## src/rtl/mode_select.sv

```systemverilog
// Debounced next/prev push-button mode selector: 2-bit wrapping mode S with a
// one-cycle step strobe and the direction of the last step.
module mode_select #(
  parameter int DEBOUNCE_CYCLES = 1000000,
  parameter int REPEAT_DELAY    = 25000000,
  parameter int REPEAT_PERIOD   = 10000000
) (
  input  logic       clk,
  input  logic       rst_n,
  input  logic       btn_next,
  input  logic       btn_prev,
  output logic [1:0] S,
  output logic       step,
  output logic       dir
);

  localparam int DB_W    = $clog2(DEBOUNCE_CYCLES) + 1;
  localparam int RPT_MAX = (REPEAT_DELAY > REPEAT_PERIOD) ? REPEAT_DELAY : REPEAT_PERIOD;
  localparam int RPT_W   = $clog2(RPT_MAX) + 1;

  localparam logic [1:0] ST_RELEASED = 2'd0;
  localparam logic [1:0] ST_HELD     = 2'd1;
  localparam logic [1:0] ST_REPEAT   = 2'd2;

  logic [1:0] btn_raw;
  logic [1:0] req;

  assign btn_raw = {btn_prev, btn_next};

  // Index 0 is the next button, index 1 the prev button.
  for (genvar gi = 0; gi < 2; gi++) begin : g_btn
    logic [1:0]       sync_q;
    logic             stable_q, stable_d;
    logic [DB_W-1:0]  db_cnt_q, db_cnt_d;
    logic             armed_q, armed_d;
    logic [DB_W-1:0]  arm_cnt_q, arm_cnt_d;
    logic [1:0]       state_q, state_d;
    logic [RPT_W-1:0] rpt_cnt_q, rpt_cnt_d;
    logic             req_b;
    logic             sync_lvl;

    assign sync_lvl = sync_q[1];
    assign req[gi]  = req_b;

    always_comb begin
      stable_d = stable_q;
      db_cnt_d = '0;
      if (sync_lvl != stable_q) begin
        if (db_cnt_q == DB_W'(DEBOUNCE_CYCLES - 1)) begin
          stable_d = sync_lvl;
        end else begin
          db_cnt_d = db_cnt_q + 1'b1;
        end
      end
    end

    // A button held through reset must first be seen released (debounced)
    // before its next rising edge may step the mode.
    always_comb begin
      armed_d   = armed_q;
      arm_cnt_d = '0;
      if (!armed_q && !sync_lvl) begin
        if (arm_cnt_q == DB_W'(DEBOUNCE_CYCLES - 1)) begin
          armed_d = 1'b1;
        end else begin
          arm_cnt_d = arm_cnt_q + 1'b1;
        end
      end
    end

    always_comb begin
      state_d   = state_q;
      rpt_cnt_d = rpt_cnt_q;
      req_b     = 1'b0;
      case (state_q)
        ST_RELEASED: begin
          if (stable_q && armed_q) begin
            req_b     = 1'b1;
            state_d   = ST_HELD;
            rpt_cnt_d = RPT_W'(REPEAT_DELAY);
          end
        end
        ST_HELD, ST_REPEAT: begin
          if (!stable_q) begin
            state_d = ST_RELEASED;
          end else if (REPEAT_DELAY != 0) begin
            if (rpt_cnt_q == RPT_W'(1)) begin
              req_b     = 1'b1;
              state_d   = ST_REPEAT;
              rpt_cnt_d = RPT_W'(REPEAT_PERIOD);
            end else begin
              rpt_cnt_d = rpt_cnt_q - 1'b1;
            end
          end
        end
        default: state_d = ST_RELEASED;
      endcase
    end

    always_ff @(posedge clk or negedge rst_n) begin
      if (!rst_n) begin
        sync_q    <= '0;
        stable_q  <= 1'b0;
        db_cnt_q  <= '0;
        armed_q   <= 1'b0;
        arm_cnt_q <= '0;
        state_q   <= ST_RELEASED;
        rpt_cnt_q <= '0;
      end else begin
        sync_q    <= {sync_q[0], btn_raw[gi]};
        stable_q  <= stable_d;
        db_cnt_q  <= db_cnt_d;
        armed_q   <= armed_d;
        arm_cnt_q <= arm_cnt_d;
        state_q   <= state_d;
        rpt_cnt_q <= rpt_cnt_d;
      end
    end
  end

  logic [1:0] s_q, s_d;
  logic       step_q, step_d;
  logic       dir_q, dir_d;

  // Coincident next and prev requests cancel each other.
  always_comb begin
    s_d    = s_q;
    dir_d  = dir_q;
    step_d = 1'b0;
    if (req[0] ^ req[1]) begin
      step_d = 1'b1;
      dir_d  = req[0];
      s_d    = req[0] ? (s_q + 2'd1) : (s_q - 2'd1);
    end
  end

  always_ff @(posedge clk or negedge rst_n) begin
    if (!rst_n) begin
      s_q    <= 2'd0;
      step_q <= 1'b0;
      dir_q  <= 1'b0;
    end else begin
      s_q    <= s_d;
      step_q <= step_d;
      dir_q  <= dir_d;
    end
  end

  assign S    = s_q;
  assign step = step_q;
  assign dir  = dir_q;

endmodule

```

## config.mk

```make
export PLATFORM = sky130hd
export DESIGN_NAME = mode_select
export DESIGN_NICKNAME = d
export VERILOG_FILES = /design/src/rtl/mode_select.sv
export SDC_FILE = /design/constraint.sdc
export NUM_CORES = 1
export LEC_CHECK = 0
export ABC_AREA = 1
export BUFFER_PORTS_ARGS = -buffer_cell sky130_fd_sc_hd__clkbuf_2
export CAP_MARGIN = 25
export CELL_PAD_IN_SITES_DETAIL_PLACEMENT = 1
export CELL_PAD_IN_SITES_GLOBAL_PLACEMENT = 2
export CORE_MARGIN = 2
export CORE_UTILIZATION = 38
export CTS_CLUSTER_DIAMETER = 200
export DETAILED_ROUTE_END_ITERATION = 6
export PLACE_DENSITY = 0.77
export SLEW_MARGIN = 30
export SYNTH_ARGS = -nofsm -noshare
export SYNTH_HDL_FRONTEND = slang
export SYNTH_SLANG_ARGS = --single-unit
```

## constraint.sdc

```tcl
create_clock -name clk -period 2.37 [get_ports clk]
set_input_delay 0.474 -clock clk [delete_from_list [all_inputs] [get_ports clk]]
set_output_delay 0.474 -clock clk [all_outputs]
set_load 0.05 [all_outputs]
```

==> results of run 1 <==
[kinds of logic (layout without fill, tap and decap cells)]
kind of cell	Yosys count	in the layout	synth area share [%]
compound gates	141	141	9.419
xor+xnor	41	41	4.178
fa+ha+maj	12	12	1.747
buf+inv	170	217	7.672
flops	152	152	44.26
simple gates	612	612	32.73
[sequential cells by signal, indices dropped and copies added (netlist names)]
register / count
g_btn.sync_q: 4
dir: 1
g_btn.state_q: 4
S: 2
step: 1
g_btn.rpt_cnt_q: 52
g_btn.armed_q: 2
g_btn.stable_q: 2
g_btn.db_cnt_q: 42
g_btn.arm_cnt_q: 42
[worst register-to-register path, cell delays in order, from the launching register on]
cell and delay [ns]:
sky130_fd_sc_hd__dfrtp_2 0.44, sky130_fd_sc_hd__ha_2 0.26, sky130_fd_sc_hd__nand3_2 0.15, sky130_fd_sc_hd__inv_1 0.11, sky130_fd_sc_hd__nand3_1 0.14, sky130_fd_sc_hd__nor3_2 0.24, sky130_fd_sc_hd__nand2_1 0.12, sky130_fd_sc_hd__nor2_1 0.24
sky130_fd_sc_hd__inv_1 0.10, sky130_fd_sc_hd__nor2_1 0.10, sky130_fd_sc_hd__nor3_1 0.06
[metrics by stage]
step	hold slack, ns	utilization [%]	TNS [ns]
5_1_grt	0.05439	43.29	-0.0004221
2_1_floorplan	0.1784	-	0
3_3_place_gp	0.3327	40.54	0
3_5_place_dp	0.3401	40.54	0
6_report	0.02348	43.29	0
4_1_cts	0.04369	43.24	0
[cell type report]
class,instances,area (sq um)
sequential,152,3806
tap,285,356.6
clock inverter,12,150.1
fill,2801,12720
inverter,160,600.6
multi-input combinational,806,4139
timing repair buffer,25,201.4
clock buffer,20,456.7
[placed cells by master, fill, tap and decap left out, types with 3 or more instances in the layout]
master / n
sky130_fd_sc_hd__o22ai_1: 10
sky130_fd_sc_hd__o21ai_2: 3
sky130_fd_sc_hd__clkbuf_16: 17
sky130_fd_sc_hd__xor2_1: 32
sky130_fd_sc_hd__nand4_1: 22
sky130_fd_sc_hd__nand3b_1: 4
sky130_fd_sc_hd__nor3b_1: 9
sky130_fd_sc_hd__o21ai_1: 4
sky130_fd_sc_hd__a22oi_1: 7
sky130_fd_sc_hd__nand2_1: 210
sky130_fd_sc_hd__clkinv_2: 4
sky130_fd_sc_hd__ha_1: 11
sky130_fd_sc_hd__nor2_4: 6
sky130_fd_sc_hd__xnor2_1: 9
sky130_fd_sc_hd__nor2_2: 7
sky130_fd_sc_hd__clkbuf_2: 6
sky130_fd_sc_hd__o21a_1: 5
sky130_fd_sc_hd__nor2_1: 182
sky130_fd_sc_hd__buf_4: 16
sky130_fd_sc_hd__nor4_1: 16
sky130_fd_sc_hd__a31oi_1: 4
sky130_fd_sc_hd__a21oi_1: 53
sky130_fd_sc_hd__or2_2: 5
sky130_fd_sc_hd__nand3_2: 4
sky130_fd_sc_hd__nand3_1: 87
sky130_fd_sc_hd__inv_1: 154
sky130_fd_sc_hd__inv_2: 4
sky130_fd_sc_hd__a211oi_1: 5
sky130_fd_sc_hd__dfrtp_1: 150
sky130_fd_sc_hd__nor3_2: 8
sky130_fd_sc_hd__nor3_1: 41
sky130_fd_sc_hd__clkinvlp_4: 3
sky130_fd_sc_hd__o21ai_0: 44
sky130_fd_sc_hd__bufinv_16: 3
[repair_timing]
item	in CTS	in global routing
hold buffers	0	0
endpoints found under the setup margin	0	9
resized for setup	0	4
[worst max-delay path by stage]
stage                                               start                                end  cells past startpoint
after floorplan           g_btn[1].state_q[0]$_DFFE_PN0P_  g_btn[1].rpt_cnt_q[5]$_DFFE_PN0P_                     11
after global placement     g_btn[0].db_cnt_q[0]$_DFF_PN0_    g_btn[0].db_cnt_q[11]$_DFF_PN0_                     10
after detailed placement   g_btn[0].db_cnt_q[0]$_DFF_PN0_    g_btn[0].db_cnt_q[11]$_DFF_PN0_                     10
after global routing       g_btn[0].db_cnt_q[0]$_DFF_PN0_    g_btn[0].db_cnt_q[11]$_DFF_PN0_                     10
final                     g_btn[0].arm_cnt_q[0]$_DFF_PN0_   g_btn[0].arm_cnt_q[14]$_DFF_PN0_                     10
after CTS                 g_btn[0].arm_cnt_q[0]$_DFF_PN0_   g_btn[0].arm_cnt_q[14]$_DFF_PN0_                     10
[power groups by stage]
| stage | Combinational (mW) | Sequential, mW | Clock (mW) |
|---|---|---|---|
| after floorplan | 0.0565 | 2.68 | 0 |
| after global placement | 0.152 | 2.68 | 0 |
| after detailed placement | 0.155 | 2.68 | 0 |
| after CTS | 0.157 | 2.64 | 2.93 |
| after global routing | 0.174 | 2.64 | 3.02 |
| final | 0.149 | 2.64 | 2.83 |
[metal layers]
metal / share of wire (%) / vias to the layer above / routed length (um)
met3: 1.7 / 12 / 394
li1: - / 3760 / -
met2: 47 / 44 / 10780
met5: 0 / - / 0
met1: 50 / 3652 / 11400
met4: 0.93 / 0 / 212
==> impl_metrics.xml, run 1 <==
<?xml version="1.0" encoding="UTF-8"?>
<metrics>
  <group name="clock_network">
    <metric name="clock-sinks" unit="">152</metric>
    <metric name="cts_max_level" unit="">4</metric>
    <metric name="clk_path_buf_depth" unit="">2</metric>
    <metric name="cts.reportedPaths.clkPinSlew" unit="ns">0.07</metric>
    <metric name="post_cts_buffers" unit="">0</metric>
    <metric name="cts_tree" unit="">yes</metric>
    <metric name="clock_latency_at_the_later_pin_of_the_worst_skew_pair" unit="ns">0.43</metric>
    <metric name="total_cts_buffers" unit="">17</metric>
    <metric name="cts-root-buf" unit="">sky130_fd_sc_hd__clkbuf_16</metric>
  </group>
  <group name="critical_path">
    <metric name="r2r_setup_slack" unit="ns">0.28</metric>
    <metric name="worstReg2RegEnd" unit="">g_btn[0].arm_cnt_q[14]$_DFF_PN0_</metric>
    <metric name="worstPathArrival" unit="ns">2.37</metric>
    <metric name="timing.critical_path.slowest_cell_delay" unit="ns">0.44</metric>
    <metric name="critPathTopFamily" unit="">simple AND/OR/NAND/NOR gates</metric>
    <metric name="worstPathMaxFanout" unit="">8</metric>
    <metric name="crit-reg2reg-launch" unit="">g_btn[0].arm_cnt_q[0]$_DFF_PN0_</metric>
    <metric name="setup.worst_path.start_class" unit="">flop</metric>
    <metric name="setup.worst_path.class" unit="">flop to flop</metric>
    <metric name="worstPathBufferInverterCount" unit="">2</metric>
    <metric name="rr_worst_depth" unit="">10</metric>
    <metric name="critical_path.cell_chain" unit="">ha_2 -&gt; nand3_2 -&gt; inv_1 -&gt; nand3_1 -&gt; nor3_2 -&gt; nand2_1 -&gt; nor2_1 -&gt; inv_1 -&gt; nor2_1 -&gt; nor3_1</metric>
    <metric name="worstSetupEndpointType" unit="">flop</metric>
    <metric name="worstPathRequired" unit="ns">2.65</metric>
    <metric name="crit_slowest_cell" unit="">sky130_fd_sc_hd__dfrtp_2</metric>
  </group>
  <group name="yosys">
    <metric name="async_s_r_ff_share_synth" unit="%">100.0</metric>
    <metric name="synth-seq-cells" unit="">152</metric>
    <metric name="synth_nets" unit="">1144</metric>
    <metric name="synth_sequential_area_ratio" unit="%">44.26</metric>
    <metric name="synth.cells.most_frequent" unit="">210 x sky130_fd_sc_hd__nand2_1, 182 x sky130_fd_sc_hd__nor2_1, 154 x sky130_fd_sc_hd__inv_1, 152 x sky130_fd_sc_hd__dfrtp_1, 87 x sky130_fd_sc_hd__nand3_1</metric>
    <metric name="synth_warnings" unit="">0</metric>
    <metric name="yosysUniqueCellTypes" unit="">48</metric>
    <metric name="netlist_area" unit="sq mm">0.008594</metric>
    <metric name="yosys-top-cells-area" unit="">sky130_fd_sc_hd__dfrtp_1 44%, sky130_fd_sc_hd__nand2_1 9.2%, sky130_fd_sc_hd__nor2_1 7.9%</metric>
    <metric name="post-synth-top-count-cell" unit="">sky130_fd_sc_hd__nand2_1</metric>
    <metric name="cell_count_after_synthesis" unit="">1128</metric>
    <metric name="synth_largest_area_cell" unit="">sky130_fd_sc_hd__dfrtp_1</metric>
    <metric name="synth-main-ff-cell" unit="">sky130_fd_sc_hd__dfrtp_1</metric>
    <metric name="syn_avg_cell_area" unit="sq um">7.619</metric>
    <metric name="synth_edf_count" unit="">0</metric>
    <metric name="post-synth-top-area-fraction" unit="%">44.26</metric>
  </group>
  <group name="worst_hold_path">
    <metric name="min-delay-path-class" unit="">input port to asynchronous set/reset pin</metric>
  </group>
  <group name="status">
    <metric name="outcome" unit="">finished clean</metric>
  </group>
  <group name="finish">
    <metric name="number_of_diodes_added_for_antenna_fixing" unit="">0</metric>
    <metric name="final_layout_size_suffix_gt1_share" unit="%">8.936</metric>
    <metric name="syn2layout_area_growth" unit="%">12.99</metric>
    <metric name="count_of_placed_standard_cells_in_the_final_layout_fillers_left_out" unit="">1460</metric>
    <metric name="post-route-cell-area" unit="sq mm">0.009711</metric>
    <metric name="fin_nets" unit="">1178</metric>
  </group>
  <group name="placed_design">
    <metric name="dp_hpwl" unit="um">16930</metric>
    <metric name="routabilityCongestion" unit="">0.7747</metric>
    <metric name="post_place_worst_slack" unit="ns">0.1576</metric>
    <metric name="dp.cells" unit="">1428</metric>
    <metric name="port_buffers" unit="">7</metric>
    <metric name="post_dp_cell_area" unit="sq mm">0.009094</metric>
  </group>
  <group name="pwr">
    <metric name="seq_power_share" unit="%">46.9</metric>
    <metric name="p_switching" unit="mW">1.256</metric>
    <metric name="clkPwrFrac" unit="%">50.4</metric>
    <metric name="leakage" unit="nW">4.687</metric>
    <metric name="power_frac_comb" unit="%">2.7</metric>
    <metric name="finalPower" unit="mW">5.619</metric>
    <metric name="powerDensity" unit="mW/mm^2">578.7</metric>
    <metric name="switching_fraction_of_total_power" unit="%">22.35</metric>
    <metric name="p_int" unit="mW">4.364</metric>
    <metric name="vdd_ir_drop_max" unit="V">0.0003979</metric>
  </group>
  <group name="grt">
    <metric name="grt_most_used_layer" unit="">met2</metric>
    <metric name="grt_max_degree" unit="">62</metric>
    <metric name="vias_in_the_first_global_route" unit="">7843</metric>
    <metric name="remaining_global_route_overflow" unit="">0</metric>
    <metric name="global_route.usage.total" unit="%">20.12</metric>
    <metric name="initial_antenna_violation_count" unit="">0</metric>
    <metric name="groute.layer.met1.usage" unit="%">27.08</metric>
    <metric name="grtUsageMet3" unit="%">2.858</metric>
    <metric name="first_pass_grt_wire_length" unit="um">39020</metric>
    <metric name="groute.layer.met2.usage" unit="%">34.40</metric>
  </group>
  <group name="drt">
    <metric name="viasPerCell" unit="">5.115</metric>
    <metric name="drtAntennaViolNets" unit="">0</metric>
    <metric name="routed_wire_length_per_instance" unit="um">15.61</metric>
    <metric name="detail_route.iter0.violations" unit="">219</metric>
    <metric name="vias" unit="">7468</metric>
    <metric name="firstDrtPassIters" unit="">6</metric>
    <metric name="detail_route.drc_violations" unit="">0</metric>
    <metric name="wl" unit="um">22790</metric>
  </group>
  <group name="timing">
    <metric name="layout_worst_path_cycle_share" unit="%">88.33</metric>
    <metric name="max_freq" unit="MHz">477.7</metric>
    <metric name="rsz0062_at_grt" unit="">true</metric>
    <metric name="number_of_failing_setup_endpoints_in_the_final_timing_report" unit="">0</metric>
    <metric name="report.final.hold_viol_count" unit="">0</metric>
    <metric name="finClkSkew" unit="ns">0.01245</metric>
    <metric name="final_report_max_slew_violation_count" unit="">0</metric>
    <metric name="period_minus_slack" unit="ns">2.093</metric>
    <metric name="worst_slew_margin_rel" unit="%">58.41</metric>
    <metric name="postLayoutSetupSlackWorst" unit="ns">0.2766</metric>
    <metric name="tightestPinTransition" unit="ns">0.6238</metric>
  </group>
  <group name="floorplan">
    <metric name="fp.dieArea" unit="sq mm">0.02384</metric>
    <metric name="floorplan.io_pins" unit="">8</metric>
    <metric name="coreArea" unit="sq mm">0.02243</metric>
    <metric name="initial_utilization" unit="%">38.31</metric>
    <metric name="die-width" unit="um">154.4</metric>
    <metric name="fp-row-count" unit="">55</metric>
    <metric name="die_height" unit="um">154.4</metric>
  </group>
  <group name="job">
    <metric name="max_cap_violations" unit="">0</metric>
  </group>
</metrics>
Note: power is estimated with default switching activity, not from simulation.
==> run 2: changes to the inputs <==
--- a/config.mk
+++ b/config.mk
@@ -5,16 +5,16 @@
 export SDC_FILE = /design/constraint.sdc
 export NUM_CORES = 1
 export LEC_CHECK = 0
-export ABC_AREA = 1
 export BUFFER_PORTS_ARGS = -buffer_cell sky130_fd_sc_hd__clkbuf_2
 export CAP_MARGIN = 25
 export CELL_PAD_IN_SITES_DETAIL_PLACEMENT = 1
 export CELL_PAD_IN_SITES_GLOBAL_PLACEMENT = 2
 export CORE_MARGIN = 2
-export CORE_UTILIZATION = 38
+export CORE_UTILIZATION = 41
 export CTS_CLUSTER_DIAMETER = 200
 export DETAILED_ROUTE_END_ITERATION = 6
-export PLACE_DENSITY = 0.77
+export PLACE_DENSITY = 0.76
+export SKIP_LAST_GASP = 1
 export SLEW_MARGIN = 30
 export SYNTH_ARGS = -nofsm -noshare
 export SYNTH_HDL_FRONTEND = slang
==> run 2 against run 1 <==
  * Combinational power down 18%
  * Via count decreased by 18%
  * Global-route usage grew 0.26 points
  * Utilization grew 4.6 points
  * Hold slack improved by 0.13 ns
  * Worst setup slack lost 0.27 ns
  * Sequential share of layout area grew 3.6 points
==> impl_metrics.xml, run 2 <==
<?xml version="1.0" encoding="UTF-8"?>
<metrics>
  <group name="pwr">
    <metric name="vdd_ir_drop_max" unit="V">0.0005182</metric>
    <metric name="leakage" unit="nW">4.167</metric>
    <metric name="powerDensity" unit="mW/mm^2">602.8</metric>
  </group>
  <group name="floorplan">
    <metric name="die_height" unit="um">141.0</metric>
    <metric name="fp-row-count" unit="">50</metric>
    <metric name="coreArea" unit="sq mm">0.01858</metric>
    <metric name="fp.dieArea" unit="sq mm">0.01989</metric>
    <metric name="floorplan.io_pins" unit="">8</metric>
    <metric name="die-width" unit="um">141.0</metric>
    <metric name="initial_utilization" unit="%">41.43</metric>
  </group>
  <group name="yosys">
    <metric name="synth_warnings" unit="">0</metric>
    <metric name="post-synth-top-count-cell" unit="">sky130_fd_sc_hd__dfrtp_1</metric>
    <metric name="synth_largest_area_cell" unit="">sky130_fd_sc_hd__dfrtp_1</metric>
    <metric name="async_s_r_ff_share_synth" unit="%">100.0</metric>
    <metric name="synth_sequential_area_ratio" unit="%">49.41</metric>
    <metric name="synth.cells.most_frequent" unit="">152 x sky130_fd_sc_hd__dfrtp_1, 123 x sky130_fd_sc_hd__nor2_1, 64 x sky130_fd_sc_hd__xor2_1, 61 x sky130_fd_sc_hd__nand2_1, 61 x sky130_fd_sc_hd__nand3_1</metric>
    <metric name="synth-seq-cells" unit="">152</metric>
    <metric name="syn_avg_cell_area" unit="sq um">9.469</metric>
    <metric name="yosysUniqueCellTypes" unit="">53</metric>
    <metric name="post-synth-top-area-fraction" unit="%">49.41</metric>
    <metric name="synth_edf_count" unit="">0</metric>
    <metric name="yosys-top-cells-area" unit="">sky130_fd_sc_hd__dfrtp_1 49%, sky130_fd_sc_hd__xor2_1 7.3%, sky130_fd_sc_hd__nor2_1 6.0%</metric>
    <metric name="cell_count_after_synthesis" unit="">813</metric>
    <metric name="synth_nets" unit="">829</metric>
    <metric name="synth-main-ff-cell" unit="">sky130_fd_sc_hd__dfrtp_1</metric>
    <metric name="netlist_area" unit="sq mm">0.007699</metric>
  </group>
  <group name="critical_path">
    <metric name="rr_worst_depth" unit="">6</metric>
    <metric name="worstPathArrival" unit="ns">2.67</metric>
    <metric name="worstPathMaxFanout" unit="">4</metric>
    <metric name="worstSetupEndpoint" unit="">g_btn[1].state_q[0]$_DFFE_PN0P_</metric>
    <metric name="setup.worst_path.start_class" unit="">flop</metric>
    <metric name="crit-reg2reg-launch" unit="">g_btn[1].rpt_cnt_q[10]$_DFFE_PN0P_</metric>
    <metric name="worstReg2RegEnd" unit="">g_btn[1].state_q[0]$_DFFE_PN0P_</metric>
    <metric name="worstPathBufferInverterCount" unit="">0</metric>
    <metric name="worstSetupEndpointType" unit="">flop</metric>
    <metric name="r2r_setup_slack" unit="ns">0.008</metric>
    <metric name="critical_path.cell_chain" unit="">or4_4 -&gt; nand4b_4 -&gt; or3_1 -&gt; nand2_4 -&gt; mux2_1 -&gt; a22o_2</metric>
    <metric name="timing.critical_path.slowest_cell_delay" unit="ns">0.56</metric>
    <metric name="critPathTopFamily" unit="">simple AND/OR/NAND/NOR gates</metric>
    <metric name="crit_slowest_cell" unit="">sky130_fd_sc_hd__or4_4</metric>
    <metric name="timing.critical_path.from" unit="">g_btn[1].rpt_cnt_q[10]$_DFFE_PN0P_</metric>
    <metric name="worstPathRequired" unit="ns">2.68</metric>
    <metric name="crit_cells" unit="">6</metric>
    <metric name="setup.worst_path.class" unit="">flop to flop</metric>
  </group>
  <group name="finish">
    <metric name="register_with_the_highest_flop_count" unit="">g_btn.rpt_cnt_q</metric>
    <metric name="layout_commonest_cell" unit="">sky130_fd_sc_hd__dfrtp_1</metric>
    <metric name="layout.cells.most_common_list" unit="">152 x sky130_fd_sc_hd__dfrtp_1, 123 x sky130_fd_sc_hd__nor2_1, 64 x sky130_fd_sc_hd__xor2_1</metric>
    <metric name="final_layout_size_suffix_gt1_share" unit="%">11.70</metric>
    <metric name="largest_register_ff_count" unit="">52</metric>
    <metric name="top_regs" unit="">g_btn.rpt_cnt_q: 52 flops, g_btn.arm_cnt_q: 42 flops, g_btn.db_cnt_q: 42 flops</metric>
    <metric name="count_of_placed_standard_cells_in_the_final_layout_fillers_left_out" unit="">1106</metric>
    <metric name="syn2layout_area_growth" unit="%">15.55</metric>
    <metric name="number_of_diodes_added_for_antenna_fixing" unit="">0</metric>
    <metric name="num-fill-cells" unit="">2124</metric>
    <metric name="fin_nets" unit="">875</metric>
  </group>
  <group name="job">
    <metric name="max_cap_violations" unit="">0</metric>
  </group>
  <group name="timing">
    <metric name="timing.setup.tns" unit="ns">0</metric>
    <metric name="final_report_max_slew_violation_count" unit="">0</metric>
    <metric name="rsz0062_at_grt" unit="">true</metric>
    <metric name="number_of_failing_setup_endpoints_in_the_final_timing_report" unit="">0</metric>
    <metric name="max_freq" unit="MHz">423.3</metric>
    <metric name="finClkSkew" unit="ns">0.007530</metric>
    <metric name="worst_slew_margin_rel" unit="%">57.45</metric>
    <metric name="period_minus_slack" unit="ns">2.362</metric>
    <metric name="layout_worst_path_cycle_share" unit="%">99.68</metric>
    <metric name="tightestPinTransition" unit="ns">0.6334</metric>
    <metric name="hold_ws" unit="ns">0.1498</metric>
    <metric name="report.final.hold_viol_count" unit="">0</metric>
  </group>
  <group name="placed_design">
    <metric name="dp_hpwl" unit="um">13080</metric>
    <metric name="routabilityCongestion" unit="">0.8134</metric>
    <metric name="dp.cells" unit="">1072</metric>
    <metric name="port_buffers" unit="">7</metric>
  </group>
  <group name="drt">
    <metric name="vias" unit="">6129</metric>
    <metric name="detail_route.iter0.violations" unit="">327</metric>
    <metric name="viasPerCell" unit="">5.542</metric>
    <metric name="detail_route.drc_violations" unit="">0</metric>
    <metric name="wl" unit="um">18780</metric>
    <metric name="firstDrtPassIters" unit="">4</metric>
    <metric name="routed_wire_length_per_instance" unit="um">16.98</metric>
    <metric name="drtAntennaViolNets" unit="">0</metric>
  </group>
  <group name="grt">
    <metric name="grt_max_degree" unit="">55</metric>
    <metric name="first_pass_grt_wire_length" unit="um">32880</metric>
    <metric name="remaining_global_route_overflow" unit="">0</metric>
    <metric name="vias_in_the_first_global_route" unit="">6748</metric>
    <metric name="global_route.usage.total" unit="%">20.38</metric>
    <metric name="initial_antenna_violation_count" unit="">0</metric>
  </group>
  <group name="clock_network">
    <metric name="cts.reportedPaths.clkPinSlew" unit="ns">0.06</metric>
    <metric name="clock_latency_at_the_later_pin_of_the_worst_skew_pair" unit="ns">0.43</metric>
    <metric name="clock-sinks" unit="">152</metric>
    <metric name="total_cts_buffers" unit="">17</metric>
    <metric name="clk_path_buf_depth" unit="">2</metric>
    <metric name="cts_tree" unit="">yes</metric>
    <metric name="cts_max_level" unit="">4</metric>
    <metric name="cts-root-buf" unit="">sky130_fd_sc_hd__clkbuf_16</metric>
  </group>
  <group name="worst_hold_path">
    <metric name="worstHoldStart" unit="">btn_prev</metric>
    <metric name="min-delay-path-class" unit="">input port to flop</metric>
  </group>
  <group name="status">
    <metric name="outcome" unit="">finished clean</metric>
  </group>
</metrics>
run 2: cell types whose count changed in the layout (fill, tap and decap cells not counted), sizes merged, moves of 20 or more:
cell / change
and3: +20
buf: +28
inv: -131
nand2: -152
nand3: -30
nor2: -71
nor3: -21
xnor2: +22
xor2: +32
run 2: routing by layer:
metal  wire length (um)  global-route usage, %  part of all wire (%)
met1               8798                  26.34                    47
met3                392                  3.193                   2.1
met4                329                  7.158                   1.8
met5                  0                      0                     0
met2               9264                  34.92                    49
run 2: how the worst min path moves through the flow:
stage          cells after the start                           end
2_1_floorplan                      0              S[0]$_DFFE_PN0P_
3_3_place_gp                       0  g_btn[0].sync_q[1]$_DFF_PN0_
3_5_place_dp                       0  g_btn[0].sync_q[1]$_DFF_PN0_
4_1_cts                            1  g_btn[1].sync_q[0]$_DFF_PN0_
5_1_grt                            1  g_btn[1].sync_q[0]$_DFF_PN0_
6_report                           1  g_btn[1].sync_q[0]$_DFF_PN0_
run 2: report_power, final:
part	switching (mW)	internal [mW]
logic	0.0898	0.0321
registers	0.0220	2.61
clock network	1.22	1.38
total	1.33	4.03
run 2: kinds of logic (layout without fill, tap and decap cells):
family | after synthesis | after routing | synth area share, %
compound gates | 118 | 118 | 9.345
xor+xnor | 95 | 95 | 10.81
fa+ha+maj | 13 | 13 | 2.080
buf+inv | 45 | 104 | 2.291
flops | 152 | 152 | 49.41
mux | 4 | 4 | 0.5688
simple gates | 386 | 386 | 25.50
run 2: cell type report:
type	instances	area, sq um	area share, %
clock buffers	17	425.4	4.782
clock inverters	15	133.9	1.505
inverters	18	67.56	0.7595
multi-input cells	616	3739	42.03
flip-flops and latches	152	3804	42.76
well taps	234	292.8	3.291
repair buffers	54	434.2	4.880
run 2: repair_timing:
item,in CTS,in global routing
endpoints found under the setup margin,0,34
endpoints found under the hold margin,10,0
gates resized for setup,0,6
buffers inserted,0,1
hold buffers,1,0
run 2: stage by stage:
stage | cell area, sq um | power (mW) | util, % | setup slack, ns
2_1_floorplan | 7699 | 2.726 | - | 0.003218
3_3_place_gp | 8299 | 2.803 | 44.67 | 0.08385
3_5_place_dp | 8299 | 2.811 | 44.67 | 0.04698
4_1_cts | 8869 | 5.450 | 47.73 | 0.01144
5_1_grt | 8896 | 5.572 | 47.88 | -0.05184
6_report | 8896 | 5.363 | 47.88 | 0.007632
==> run 3: changes to the inputs <==
--- a/config.mk
+++ b/config.mk
@@ -14,6 +14,7 @@
 export CTS_CLUSTER_DIAMETER = 200
 export DETAILED_ROUTE_END_ITERATION = 6
 export PLACE_DENSITY = 0.76
+export RECOVER_POWER = 25
 export SKIP_LAST_GASP = 1
 export SLEW_MARGIN = 30
 export SYNTH_ARGS = -nofsm -noshare
==> run 3 against run 2 <==
  * Worst setup slack gained 0.0027 ns
  * Global-route usage stayed put
  * Non-clock buffer count unchanged
  * Critical endpoint unchanged
  * First-iteration DRC count fell by 0.61%
==> impl_metrics.xml, run 3 (synthesis results as in run 2) <==
<?xml version="1.0" encoding="UTF-8"?>
<metrics>
  <group name="status">
    <metric name="outcome" unit="">finished clean</metric>
  </group>
  <group name="grt">
    <metric name="first_pass_grt_wire_length" unit="um">32880</metric>
    <metric name="grt_max_degree" unit="">55</metric>
    <metric name="vias_in_the_first_global_route" unit="">6748</metric>
    <metric name="initial_antenna_violation_count" unit="">0</metric>
    <metric name="global_route.usage.total" unit="%">20.38</metric>
    <metric name="remaining_global_route_overflow" unit="">0</metric>
  </group>
  <group name="drt">
    <metric name="vias" unit="">6139</metric>
    <metric name="drtAntennaViolNets" unit="">0</metric>
    <metric name="firstDrtPassIters" unit="">4</metric>
    <metric name="viasPerCell" unit="">5.551</metric>
    <metric name="wl" unit="um">18760</metric>
    <metric name="detail_route.drc_violations" unit="">0</metric>
    <metric name="routed_wire_length_per_instance" unit="um">16.96</metric>
    <metric name="detail_route.iter0.violations" unit="">325</metric>
  </group>
  <group name="critical_path">
    <metric name="worstSetupEndpointType" unit="">flop</metric>
    <metric name="critical_path.cell_chain" unit="">or4_4 -&gt; nand4b_4 -&gt; or3_1 -&gt; nand2_4 -&gt; mux2_1 -&gt; a22o_2</metric>
    <metric name="critPathTopFamily" unit="">simple AND/OR/NAND/NOR gates</metric>
    <metric name="setup.worst_path.start_class" unit="">flop</metric>
    <metric name="worstPathArrival" unit="ns">2.67</metric>
    <metric name="setup.worst_path.class" unit="">flop to flop</metric>
    <metric name="crit_slowest_cell" unit="">sky130_fd_sc_hd__or4_4</metric>
    <metric name="worstPathMaxFanout" unit="">4</metric>
    <metric name="timing.critical_path.slowest_cell_delay" unit="ns">0.56</metric>
    <metric name="worstPathRequired" unit="ns">2.68</metric>
    <metric name="worstPathBufferInverterCount" unit="">0</metric>
  </group>
  <group name="timing">
    <metric name="rsz0062_at_grt" unit="">true</metric>
    <metric name="tightestPinTransition" unit="ns">1.257</metric>
    <metric name="number_of_failing_setup_endpoints_in_the_final_timing_report" unit="">0</metric>
    <metric name="report.final.hold_viol_count" unit="">0</metric>
    <metric name="hold_ws" unit="ns">0.1495</metric>
    <metric name="finClkSkew" unit="ns">0.007651</metric>
    <metric name="worst_slew_margin_rel" unit="%">16.20</metric>
    <metric name="period_minus_slack" unit="ns">2.360</metric>
    <metric name="max_freq" unit="MHz">423.8</metric>
    <metric name="final_report_max_slew_violation_count" unit="">0</metric>
    <metric name="layout_worst_path_cycle_share" unit="%">99.56</metric>
  </group>
  <group name="floorplan">
    <metric name="floorplan.io_pins" unit="">8</metric>
    <metric name="fp.dieArea" unit="sq mm">0.01989</metric>
    <metric name="die_height" unit="um">141.0</metric>
    <metric name="coreArea" unit="sq mm">0.01858</metric>
    <metric name="fp-row-count" unit="">50</metric>
    <metric name="die-width" unit="um">141.0</metric>
    <metric name="initial_utilization" unit="%">41.43</metric>
  </group>
  <group name="placed_design">
    <metric name="dp_hpwl" unit="um">13080</metric>
    <metric name="port_buffers" unit="">7</metric>
    <metric name="routabilityCongestion" unit="">0.8134</metric>
  </group>
  <group name="worst_hold_path">
    <metric name="min-delay-path-class" unit="">input port to flop</metric>
  </group>
  <group name="clock_network">
    <metric name="cts-root-buf" unit="">sky130_fd_sc_hd__clkbuf_16</metric>
    <metric name="cts_max_level" unit="">4</metric>
    <metric name="cts.reportedPaths.clkPinSlew" unit="ns">0.06</metric>
    <metric name="cts_tree" unit="">yes</metric>
    <metric name="clock-sinks" unit="">152</metric>
    <metric name="clock_latency_at_the_later_pin_of_the_worst_skew_pair" unit="ns">0.43</metric>
    <metric name="clk_path_buf_depth" unit="">2</metric>
    <metric name="total_cts_buffers" unit="">17</metric>
  </group>
  <group name="finish">
    <metric name="finish.utilization" unit="%">47.75</metric>
    <metric name="number_of_diodes_added_for_antenna_fixing" unit="">0</metric>
    <metric name="layout_commonest_cell" unit="">sky130_fd_sc_hd__dfrtp_1</metric>
    <metric name="num-fill-cells" unit="">2127</metric>
    <metric name="top_regs" unit="">g_btn.rpt_cnt_q: 52 flops, g_btn.arm_cnt_q: 42 flops, g_btn.db_cnt_q: 42 flops</metric>
    <metric name="register_with_the_highest_flop_count" unit="">g_btn.rpt_cnt_q</metric>
    <metric name="layout.cells.most_common_list" unit="">152 x sky130_fd_sc_hd__dfrtp_1, 123 x sky130_fd_sc_hd__nor2_1, 64 x sky130_fd_sc_hd__xor2_1</metric>
    <metric name="fin_nets" unit="">875</metric>
    <metric name="syn2layout_area_growth" unit="%">15.24</metric>
    <metric name="final_layout_size_suffix_gt1_share" unit="%">11.70</metric>
    <metric name="largest_register_ff_count" unit="">52</metric>
  </group>
  <group name="pwr">
    <metric name="vdd_ir_drop_max" unit="V">0.0005187</metric>
    <metric name="powerDensity" unit="mW/mm^2">603.6</metric>
    <metric name="leakage" unit="nW">4.158</metric>
  </group>
  <group name="job">
    <metric name="max_cap_violations" unit="">0</metric>
  </group>
</metrics>
[run 3: cell count changes in the layout (fill, tap and decap cells not counted)]
cell,previous run,this run
sky130_fd_sc_hd__buf_12,3,1
sky130_fd_sc_hd__buf_6,1,2
sky130_fd_sc_hd__clkbuf_2,6,7
[run 3: worst reg2reg max path: cells and delay by family, from the launching register on]
family	cells	cell delay, ns
flip-flops	1	0.41
AND/OR/NAND/NOR	4	1.29
multiplexers	1	0.33
AO/OA/AOI/OAI	1	0.22
[run 3: per-layer routing]
metal | GRT usage (%) | routed length [um] | vias up
met1 | 26.34 | 8707 | 3097
li1 | - | - | 2944
met3 | 3.193 | 420 | 26
met2 | 34.92 | 9302 | 72
met4 | 7.158 | 329 | 0
met5 | 0 | 0 | -
[run 3: repair_timing]
item / CTS / global route
hold buffers: 1 / 0
setup buffers: 0 / 1
endpoints found under the setup margin: 0 / 34
endpoints found under the hold margin: 10 / 0
resized for setup: 0 / 6
[run 3: stage by stage]
stage                     instance area, sq um  total power, mW  worst slack, ns  setup TNS, ns  std cells
after floorplan                           7699            2.726         0.003218              0        813
after global routing                      8872            5.567         -0.05184       -0.05184       1106
after CTS                                 8869            5.450          0.01144              0       1105
final                                     8872            5.356          0.01035              0       1106
after detailed placement                  8299            2.811          0.04698              0       1072
after global placement                    8299            2.803          0.08385              0       1072
[run 3: path summary, 6_finish.rpt]
check	startpoint	slack (ns)	cells past startpoint	end
worst max-delay path	g_btn[1].rpt_cnt_q[10]$_DFFE_PN0P_	0.01	6	g_btn[1].state_q[0]$_DFFE_PN0P_
worst min-delay path	btn_prev	0.15	1	g_btn[1].sync_q[0]$_DFF_PN0_
worst max register to register	g_btn[1].rpt_cnt_q[10]$_DFFE_PN0P_	0.01	6	g_btn[1].state_q[0]$_DFFE_PN0P_
worst min register to register	g_btn[0].sync_q[0]$_DFF_PN0_	0.35	0	g_btn[0].sync_q[1]$_DFF_PN0_
max in group asynchronous	rst_n	0.42	3	g_btn[1].db_cnt_q[1]$_DFF_PN0_
min in group asynchronous	rst_n	0.85	2	g_btn[1].rpt_cnt_q[16]$_DFFE_PN0P_
[run 3: layout make-up]
cell class	count	area, sq um	area share (%)
Clock inverter	15	133.9	1.509
Sequential cell	152	3804	42.87
Clock buffer	17	425.4	4.795
Tap cell	234	292.8	3.300
Inverter	18	67.56	0.7615
Multi-Input combinational cell	616	3739	42.14
Timing Repair Buffer	54	410.4	4.626
[run 3: power breakdown]
group	switching [mW]	leakage [nW]	internal, mW
logic	0.0888	1.78	0.0276
clock network	1.22	0.275	1.38
registers	0.0220	2.11	2.61
total	1.33	4.16	4.03
